File: src/rtl/rr_to_bpm.sv
// Converts a Q4.11 R-R interval to integer heart rate with a serial restoring divider,
// and keeps a 4-sample moving average of the results.
module rr_to_bpm #(
    parameter int unsigned SCALE   = 122880,
    parameter int unsigned BPM_MAX = 255
) (
    input  logic        clk,
    input  logic        rst,
    input  logic [15:0] rr_interval,
    input  logic        rr_valid,
    output logic [7:0]  bpm,
    output logic        bpm_valid,
    output logic        bpm_sat,
    output logic [7:0]  avg_bpm,
    output logic        avg_valid,
    output logic        busy,
    output logic        err_invalid,
    output logic        overrun
);

    // state | meaning
    // IDLE  | waiting for rr_valid; rejects negative or zero intervals
    // DIV   | 17 shift-subtract steps, down-counter cnt runs 16..0
    // DONE  | publish bpm, update history/average, back to IDLE
    typedef enum logic [1:0] {IDLE, DIV, DONE} state_t;

    state_t      state;
    logic [14:0] mag;
    logic [16:0] quo;
    logic [15:0] rem;
    logic [4:0]  cnt;
    logic [7:0]  hist [4];
    logic [9:0]  sum;
    logic [1:0]  fill;

    logic [16:0] rem_shift;
    logic        rem_ge;
    logic [15:0] rem_diff;
    logic        q_sat;
    logic [7:0]  new_bpm;
    logic [9:0]  sum_next;

    always_comb begin
        rem_shift = {rem, quo[16]};
        rem_ge    = rem_shift >= {2'b00, mag};
        // remainder stays below mag, so 16 bits always hold the difference
        rem_diff  = rem_shift[15:0] - {1'b0, mag};
        q_sat     = quo > 17'(BPM_MAX);
        new_bpm   = q_sat ? 8'(BPM_MAX) : quo[7:0];
        sum_next  = sum + {2'b00, new_bpm} - {2'b00, hist[3]};
    end

    always_ff @(posedge clk or posedge rst) begin
        if (rst) begin
            state       <= IDLE;
            mag         <= '0;
            quo         <= '0;
            rem         <= '0;
            cnt         <= '0;
            sum         <= '0;
            fill        <= '0;
            bpm         <= '0;
            bpm_valid   <= 1'b0;
            bpm_sat     <= 1'b0;
            avg_bpm     <= '0;
            avg_valid   <= 1'b0;
            busy        <= 1'b0;
            err_invalid <= 1'b0;
            overrun     <= 1'b0;
            for (int i = 0; i < 4; i++) hist[i] <= '0;
        end else begin
            bpm_valid   <= 1'b0;
            avg_valid   <= 1'b0;
            err_invalid <= 1'b0;
            case (state)
                IDLE: begin
                    if (rr_valid) begin
                        if (rr_interval[15] || rr_interval[14:0] == 15'd0) begin
                            err_invalid <= 1'b1;
                        end else begin
                            mag   <= rr_interval[14:0];
                            quo   <= 17'(SCALE);
                            rem   <= '0;
                            cnt   <= 5'd16;
                            busy  <= 1'b1;
                            state <= DIV;
                        end
                    end
                end
                DIV: begin
                    if (rr_valid) overrun <= 1'b1;
                    quo <= {quo[15:0], rem_ge};
                    rem <= rem_ge ? rem_diff : rem_shift[15:0];
                    if (cnt == 5'd0) state <= DONE;
                    else             cnt   <= cnt - 5'd1;
                end
                DONE: begin
                    if (rr_valid) overrun <= 1'b1;
                    bpm       <= new_bpm;
                    bpm_sat   <= q_sat;
                    bpm_valid <= 1'b1;
                    hist[0]   <= new_bpm;
                    hist[1]   <= hist[0];
                    hist[2]   <= hist[1];
                    hist[3]   <= hist[2];
                    sum       <= sum_next;
                    avg_bpm   <= sum_next[9:2];
                    // fill == 3 means at least three earlier results, so this one completes four
                    avg_valid <= (fill == 2'd3);
                    if (fill != 2'd3) fill <= fill + 2'd1;
                    busy      <= 1'b0;
                    state     <= IDLE;
                end
                default: state <= IDLE;
            endcase
        end
    end

endmodule
File: config.mk
export PLATFORM = sky130hd
export DESIGN_NAME = rr_to_bpm
export DESIGN_NICKNAME = d
export VERILOG_FILES = /design/src/rtl/rr_to_bpm.sv
export SDC_FILE = /design/constraint.sdc
export NUM_CORES = 1
export LEC_CHECK = 0
export BUFFER_PORTS_ARGS = -buffer_cell sky130_fd_sc_hd__buf_2
export CAP_MARGIN = 20
export CORE_MARGIN = 3
export CORE_UTILIZATION = 45
export DETAILED_ROUTE_END_ITERATION = 12
export MAX_ROUTING_LAYER = met4
export PLACE_DENSITY = 0.71
export SLEW_MARGIN = 20
export SYNTH_ARGS = -nofsm -noshare
export SYNTH_HDL_FRONTEND = slang
export SYNTH_SLANG_ARGS = --single-unit
File: constraint.sdc
create_clock -name clk -period 8.3 [get_ports clk]
set_clock_uncertainty 0.1 [all_clocks]
set_input_delay 2.075 -clock clk [delete_from_list [all_inputs] [get_ports clk]]
set_output_delay 2.075 -clock clk [all_outputs]
set_load 0.02 [all_outputs]
==> results.md, run 1 <==
- Post-CTS setup buffer count: 0
- CTS H-tree lvls: 3
- Async SR Flop Fraction: 100%
- DP Cell Count: 726
- Flops & latches, synth: 105
- Post-route clock period utilization: 48.0%
- Multiplexer share of the synthesized area: 10.7%
- Synth cell types: 51
- Post-synth EDFFs: 0
- Syn. warnings: 0
- Post-layout min period: 3980 ps
- Fmax: 0.251 GHz
- HPWL after DPL: 7710 µm
- Sequential power share: 34.2%
- Residual DRC count: 0
- Initial DRT Pass Iterations: 4
- Ports: 41
- Post-Synth Adder-Cell Area: 9.90%
- Clk slew on worst S/H paths: 60 ps
- Leak: 2.99 nW
- Crit path buffers/inverters: 1
- Area share of the largest cell type after synthesis: 45.8%
- Final setup violation count: 0
- Congestion Overflow GR: 0
- Port-buffer cells: 40
- Routed WL: 10,700 µm
- Setup TNS: 0 ps
- Clk root buf: clkbuf_16
- Slowest CP cell: nand2_1
- Total CTS buffers: 9
- Hold path depth: 1
- Gate power share: 48.7%
- Hold Crit Class: reg -> reg
- WP depth: 6
- Hold Vio Cnt, Final: 0
- Die H: 119 µm
- Post-Synth XOR/XNOR Area: 2.75%
- Via count: 3,932
- Required time worst endpoint: 8430 ps
- Fraction of layout cells with a size suffix above 1: 18.5%
- Worst-Margin Slew: 880 ps
- Reg2reg path depth: 13
- Largest cells by area after synthesis: dfrtp_1 (46%), mux2_2 (8.0%), ha_1 (6.8%), inv_1 (3.5%), fa_1 (3.1%)
- Core Box Area: 12,300 µm²
- Sequence of cells on the critical path: buf_2, nor4_1, a41oi_1, nand2_1, o21ai_0, o22a_1
- Worst skew pair latency: 350 ps
- Post-CTS Hold Fix Bufs: 0
- Largest family of logic cells by synthesized area: compound AO/OA/AOI/OAI gates
- Pwr Total: 2.35 mW
- Largest net degree at the start of global routing: 75
- Post-place setup slack: 3990 ps
- Clock buffer depth: 2
- Slew headroom: 41.3%
- Final worst slack: 4320 ps
- Die X: 119 µm
- CP Launch Type: input pin
- RSZ-0062 raised after global routing: false
- Switch share: 40.9%
- Critical path's top delay family: compound AO/OA/AOI/OAI gates
- Row count: 40
- Area Overhead vs Synth: 8.70%
- Critical Path Fanout Max: 17
- CP Class: in -> reg
- Peak supply drop: 0.256 mV
- GRT Total Usage: 16.3%
- Post-synth top area cell: dfrtp_1
- Diodes inserted: 0
- Vias/cell: 5.30
- Net switching power figure: 962 µW
- Antenna Nets Post-Route: 0
- Max Cap Violations: 0
- CTS tree: done
- Crit path capture type: register
- Top_reg_cell synth: dfrtp_1
- Cts repair resizes: 0
- Syn_area_per_cell: 10.5 µm²
- Clock power frac: 17.1%
- Mapped cell area: 5740 µm²
- Die ar.: 14,100 µm²
- Synth Instances: 549
- Initial antenna violation count: 0
- Worst Path Arrival: 4110 ps
- Synth Net Count: 608
- Slew Viols, Final: 0
- Synth Area in Simple Gates: 10.5%
- Status: complete, no violations
- Drt initial violations: 226
- Post-DR wirelength/cell: 14.4 µm
- CTS sink count: 105
- Non-Filler Instances: 742
- Pwr Density: 376 nW/µm²
- Synth Area in Compound Gates: 13.0%
- First-pass GRT wire length: 18,700 µm
- Vias in the first global route: 3,974
- Internal: 1.39 mW
- Final net count: 628
- Final GP Congestion: 0.887
- Initial cell density of the core: 46.8%
- Seq/Total Area, Yosys: 45.8%
- Largest stage delay, worst path: 550 ps
==> cell families (layout without fill, tap and decap cells) <==
group	after synthesis	after routing
AOI/OAI and AO/OA	111	111
DFF	105	105
adders and majority gates	40	40
muxes	56	56
and+or+nand+nor	132	132
buffers and inverters	87	112
xor gates and xnor gates	18	18
==> power groups by stage <==
stage | logic [mW] | clock network (mW) | registers (mW)
finish | 1.14 | 0.402 | 0.804
floorplan | 0.959 | 0 | 0.783
CTS | 1.15 | 0.411 | 0.805
detailed placement | 1.13 | 0 | 0.814
global placement | 1.10 | 0 | 0.803
global route | 1.30 | 0.431 | 0.827
==> cell type report <==
class	instances	area, µm²
Sequential cell	105	2630
Multi-Input combinational cell	357	2700
Timing Repair Buffer	43	223
Clock inverter	6	42.5
Fill cell	1105	6020
Inverter	53	201
Clock buffer	10	239
Tap cell	168	210
==> layout by cell type, fill, tap and decap left out, types with 4 or more instances in the layout <==
cell type and n:
nor3_1 10, nand2b_1 5, mux2_2 41, dfrtp_1 105
buf_2 40, nor4_1 5, ha_1 30, xor2_1 6
a21oi_1 26, nand3_1 13, a22o_1 16, nor2b_1 4
mux2i_1 15, clkbuf_16 9, o211ai_1 4, a21o_1 5
o21ai_0 24, fa_1 9, nand2_1 37, inv_1 52
xnor2_1 12, o21ai_1 7, nor2_1 44
==> worst paths after layout <==
check | startpoint | to | slack, ps
setup / recovery | rr_interval[4] | quo[13] | 4320
hold / removal | overrun | overrun | 350
setup reg to reg | quo[10] | avg_bpm[6] | 4610
hold reg to reg | overrun | overrun | 350
max in group asynchronous | rst | quo[14] | 5250
min in group asynchronous | rst | rem[9] | 1630
==> synth_stat cells (2+ instances only) <==
cell type	n
a211o_1	2
a21oi_1	26
o21a_1	2
ha_1	31
nor3_1	10
a32oi_1	3
mux2i_1	15
xnor2_1	12
nand2b_1	5
a22o_1	16
nand3_1	13
nor2_1	44
o2111ai_1	2
or3_1	3
dfrtp_1	105
o31ai_1	3
inv_1	53
clkbuf_1	4
or4_1	2
nor4_1	5
mux2_2	41
a21o_1	5
nand2_1	37
o211ai_1	4
o22ai_1	2
fa_1	9
o22a_1	3
buf_1	4
buf_2	7
nand3b_1	3
o21ai_0	24
a21boi_0	2
xor2_1	6
and2_1	2
a41oi_1	2
nor2b_1	4
buf_4	17
o21ai_1	8
==> per-stage QoR <==
stage	util (%)	hold slack (ps)	instance area (µm²)
floorplan	-	346	5740
detailed placement	48.6	341	5960
finish	50.9	351	6240
CTS	50.9	358	6240
global route	50.9	396	6240
global placement	48.6	341	5960
==> per-layer routing <==
layer / GRT usage [%] / vias to the layer above / wire, µm
li1: - / 1930 / -
met3: 3.89 / 8 / 424
met1: 21.4 / 1912 / 5170
met5: - / - / 0
met4: 3.62 / 0 / 112
met2: 25.8 / 82 / 4940
==> flip-flops by register name, summed over array words and instances, names as in the netlist <==
register	count
sum	2
state	2
avg_valid	1
fill	2
bpm_sat	1
mag	15
cnt	5
avg_bpm	8
rem	16
err_invalid	1
busy	1
overrun	1
bpm_valid	1
quo	17
hist	32
==> worst reg2reg max path, delay by kind of cell (launching register included) <==
kind / cells / cell delay, ps
buf+inv: 1 / 70
simple gates: 6 / 1590
fa+ha+maj: 2 / 700
flops: 1 / 410
compound gates: 4 / 750
(Power assumes the default switching activity.)
==> run 2: changes to the inputs <==
Clock period 8.3 ns to 3.73 ns, I/O delays scaled along.
==> run 2 against run 1 <==
Register-to-register slack got worse by 4300 ps. Routed wire length is 3.1% higher. Sequential share of layout area decreased by 0.80 points. Via count up 0.33%. Critical path depth up 7. Final cell count increased by 1.1%. Critical path type is now reg -> reg.
==> results.md, run 2 (same netlist as run 1, synthesis figures left out) <==
- Post-route clock period utilization: 91.5%
- CTS sink count: 105 (unchanged)
- First-pass GRT wire length: 18,700 µm (about the same)
- Critical Path Fanout Max: 4 (was 17)
- Slowest CP cell: or4_1 (was nand2_1)
- Reg with most FFs: hist (unchanged)
- Worst-Margin Slew: 881 ps (was 880 ps)
- GRT Total Usage: 16.8% (was 16.3%)
- Reg2reg end: avg_bpm[6] (unchanged)
- CP Launch Type: register (was input pin)
- Clock buffer depth: 2 (unchanged)
- Ports: 41 (unchanged)
- Vias/cell: 5.26 (was 5.30)
- Pwr Density: 850 nW/µm² (was 376 nW/µm²)
- Cts repair resizes: 0 (unchanged)
- Initial cell density of the core: 46.8% (unchanged)
- Hold path depth: 1 (unchanged)
- Vias in the first global route: 3,874 (was 3,974)
- Slew Viols, Final: 0 (unchanged)
- Leak: 3.05 nW (was 2.99 nW)
- Crit path capture type: register (unchanged)
- Port-buffer cells: 40 (unchanged)
- Slew headroom: 41.2% (was 41.3%)
- Hold Crit Class: reg -> reg (unchanged)
- CTS tree: done (unchanged)
- Worst skew pair latency: 350 ps (about the same)
- Setup TNS: 0 ps (unchanged)
- Sequence of cells on the critical path: nor4_1, nand3_1, nor2_1, fa_1, inv_1, ha_1, nor2b_1, o21ai_0, a21boi_0, o21ai_1, a21boi_1, or4_1, nand3_1 (was buf_2, nor4_1, a41oi_1, nand2_1, o21ai_0, o22a_1)
- Worst Path Arrival: 3590 ps (was 4110 ps)
- Final GP Congestion: 0.928 (was 0.887)
- Drt initial violations: 245 (was 226)
- Most used cell, CP: nand3_1
- Post-CTS Hold Fix Bufs: 0 (unchanged)
- Reg2reg path depth: 13 (unchanged)
- Most frequent cells in the layout: dfrtp_1 (105), inv_1 (52), nor2_1 (44) (unchanged)
- Largest net degree at the start of global routing: 42 (was 75)
- Max Cap Violations: 0 (unchanged)
- Area Overhead vs Synth: 10.8% (was 8.70%)
- Post-place setup slack: 270 ps (was 3990 ps)
- Antenna Nets Post-Route: 0 (unchanged)
- Final setup violation count: 0 (unchanged)
- Clk slew on worst S/H paths: 70 ps (was 60 ps)
- Worst Hold Endpoint: overrun (unchanged)
- Status: complete, no violations (unchanged)
- Fraction of layout cells with a size suffix above 1: 19.4% (was 18.5%)
- Post-layout min period: 3410 ps
- Reg2Reg Launch Point: quo[11] (was quo[10])
- Core Box Area: 12,300 µm² (unchanged)
- Required time worst endpoint: 3910 ps (was 8430 ps)
- Die ar.: 14,100 µm² (unchanged)
- Diodes inserted: 0 (unchanged)
- Commonest non-fill, non-tap cell in the layout: dfrtp_1 (unchanged)
- Max reg flops: 32 (unchanged)
- Total CTS buffers: 9 (unchanged)
- Routed WL: 11,000 µm (was 10,700 µm)
- CTS H-tree lvls: 3 (unchanged)
- Final worst slack: 318 ps (was 4320 ps)
- Fillcell total: 1,102 (was 1,105)
- Peak supply drop: 0.465 mV (was 0.256 mV)
- Internal reg-to-reg setup slack: 320 ps (was 4610 ps)
- Clk root buf: clkbuf_16 (unchanged)
- Die X: 119 µm (unchanged)
- Initial DRT Pass Iterations: 8 (was 4)
- Final net count: 636 (was 628)
- Via count: 3,945 (was 3,932)
- Initial antenna violation count: 0 (unchanged)
- HP Start: overrun (unchanged)
- Die H: 119 µm (unchanged)
- RSZ-0062 raised after global routing: false (unchanged)
- CP Class: reg -> reg (was in -> reg)
- Largest regs: hist: 32 flops, quo: 17 flops, rem: 16 flops (unchanged)
- Post-DR wirelength/cell: 14.6 µm (was 14.4 µm)
- Post-CTS setup buffer count: 0 (unchanged)
- Residual DRC count: 0 (unchanged)
- Largest stage delay, worst path: 470 ps (was 550 ps)
- HPWL after DPL: 8130 µm (was 7710 µm)
- Fmax: 0.293 GHz
- Congestion Overflow GR: 0 (unchanged)
- Row count: 40 (unchanged)
- Hold Vio Cnt, Final: 0 (unchanged)
[run 2: stage by stage]
stage               cells  power (mW)  util, %  hold slack [ps]  cell area (µm²)
finish                750        5.41     51.9              365             6360
global route          750        5.90     51.9              393             6360
CTS                   750        5.45     51.9              370             6360
detailed placement    734        4.37     49.2              354             6030
global placement      734        4.25     49.2              336             6030
floorplan             549        3.88        -              346             5740
[run 2: power by group]
group / switching (mW) / internal, mW
sequential: 0.255 / 1.53
combinational: 1.48 / 1.11
clock: 0.425 / 0.612
total: 2.16 / 3.25
[run 2: critical path: cells and delay by family, from the launching register on]
| family | cells | cell delay (ps) |
|---|---|---|
| AND/OR/NAND/NOR | 6 | 1420 |
| adder cells (fa/ha/maj) | 2 | 710 |
| AO/OA/AOI/OAI | 4 | 640 |
| flip-flops | 1 | 400 |
| buffers and inverters | 1 | 70 |
[run 2: how the worst max path moves through the flow]
stage,startpoint,end,slack (ps)
global route,quo[11],avg_bpm[6],40
floorplan,quo[11],avg_bpm[6],480
CTS,quo[11],avg_bpm[6],220
detailed placement,quo[11],avg_bpm[6],270
global placement,quo[11],avg_bpm[6],390
finish,quo[11],avg_bpm[6],320
[run 2: final cells by class]
| class | instances | area (µm²) | area share, % |
|---|---|---|---|
| flip-flops and latches | 105 | 2630 | 41.3 |
| well taps | 168 | 210 | 3.31 |
| repair buffers | 51 | 295 | 4.64 |
| inverters | 53 | 203 | 3.19 |
| multi-input cells | 357 | 2700 | 42.4 |
| clock inverters | 5 | 85.1 | 1.34 |
| clock buffers | 11 | 243 | 3.82 |
[run 2: metal layers]
layer | track usage (%) | vias to the layer above | share of wire [%]
met2 | 26.5 | 83 | 47
met3 | 4.65 | 11 | 4.7
met4 | 3.84 | 0 | 1.0
met1 | 21.8 | 1907 | 47
met5 | - | - | 0
li1 | - | 1944 | -
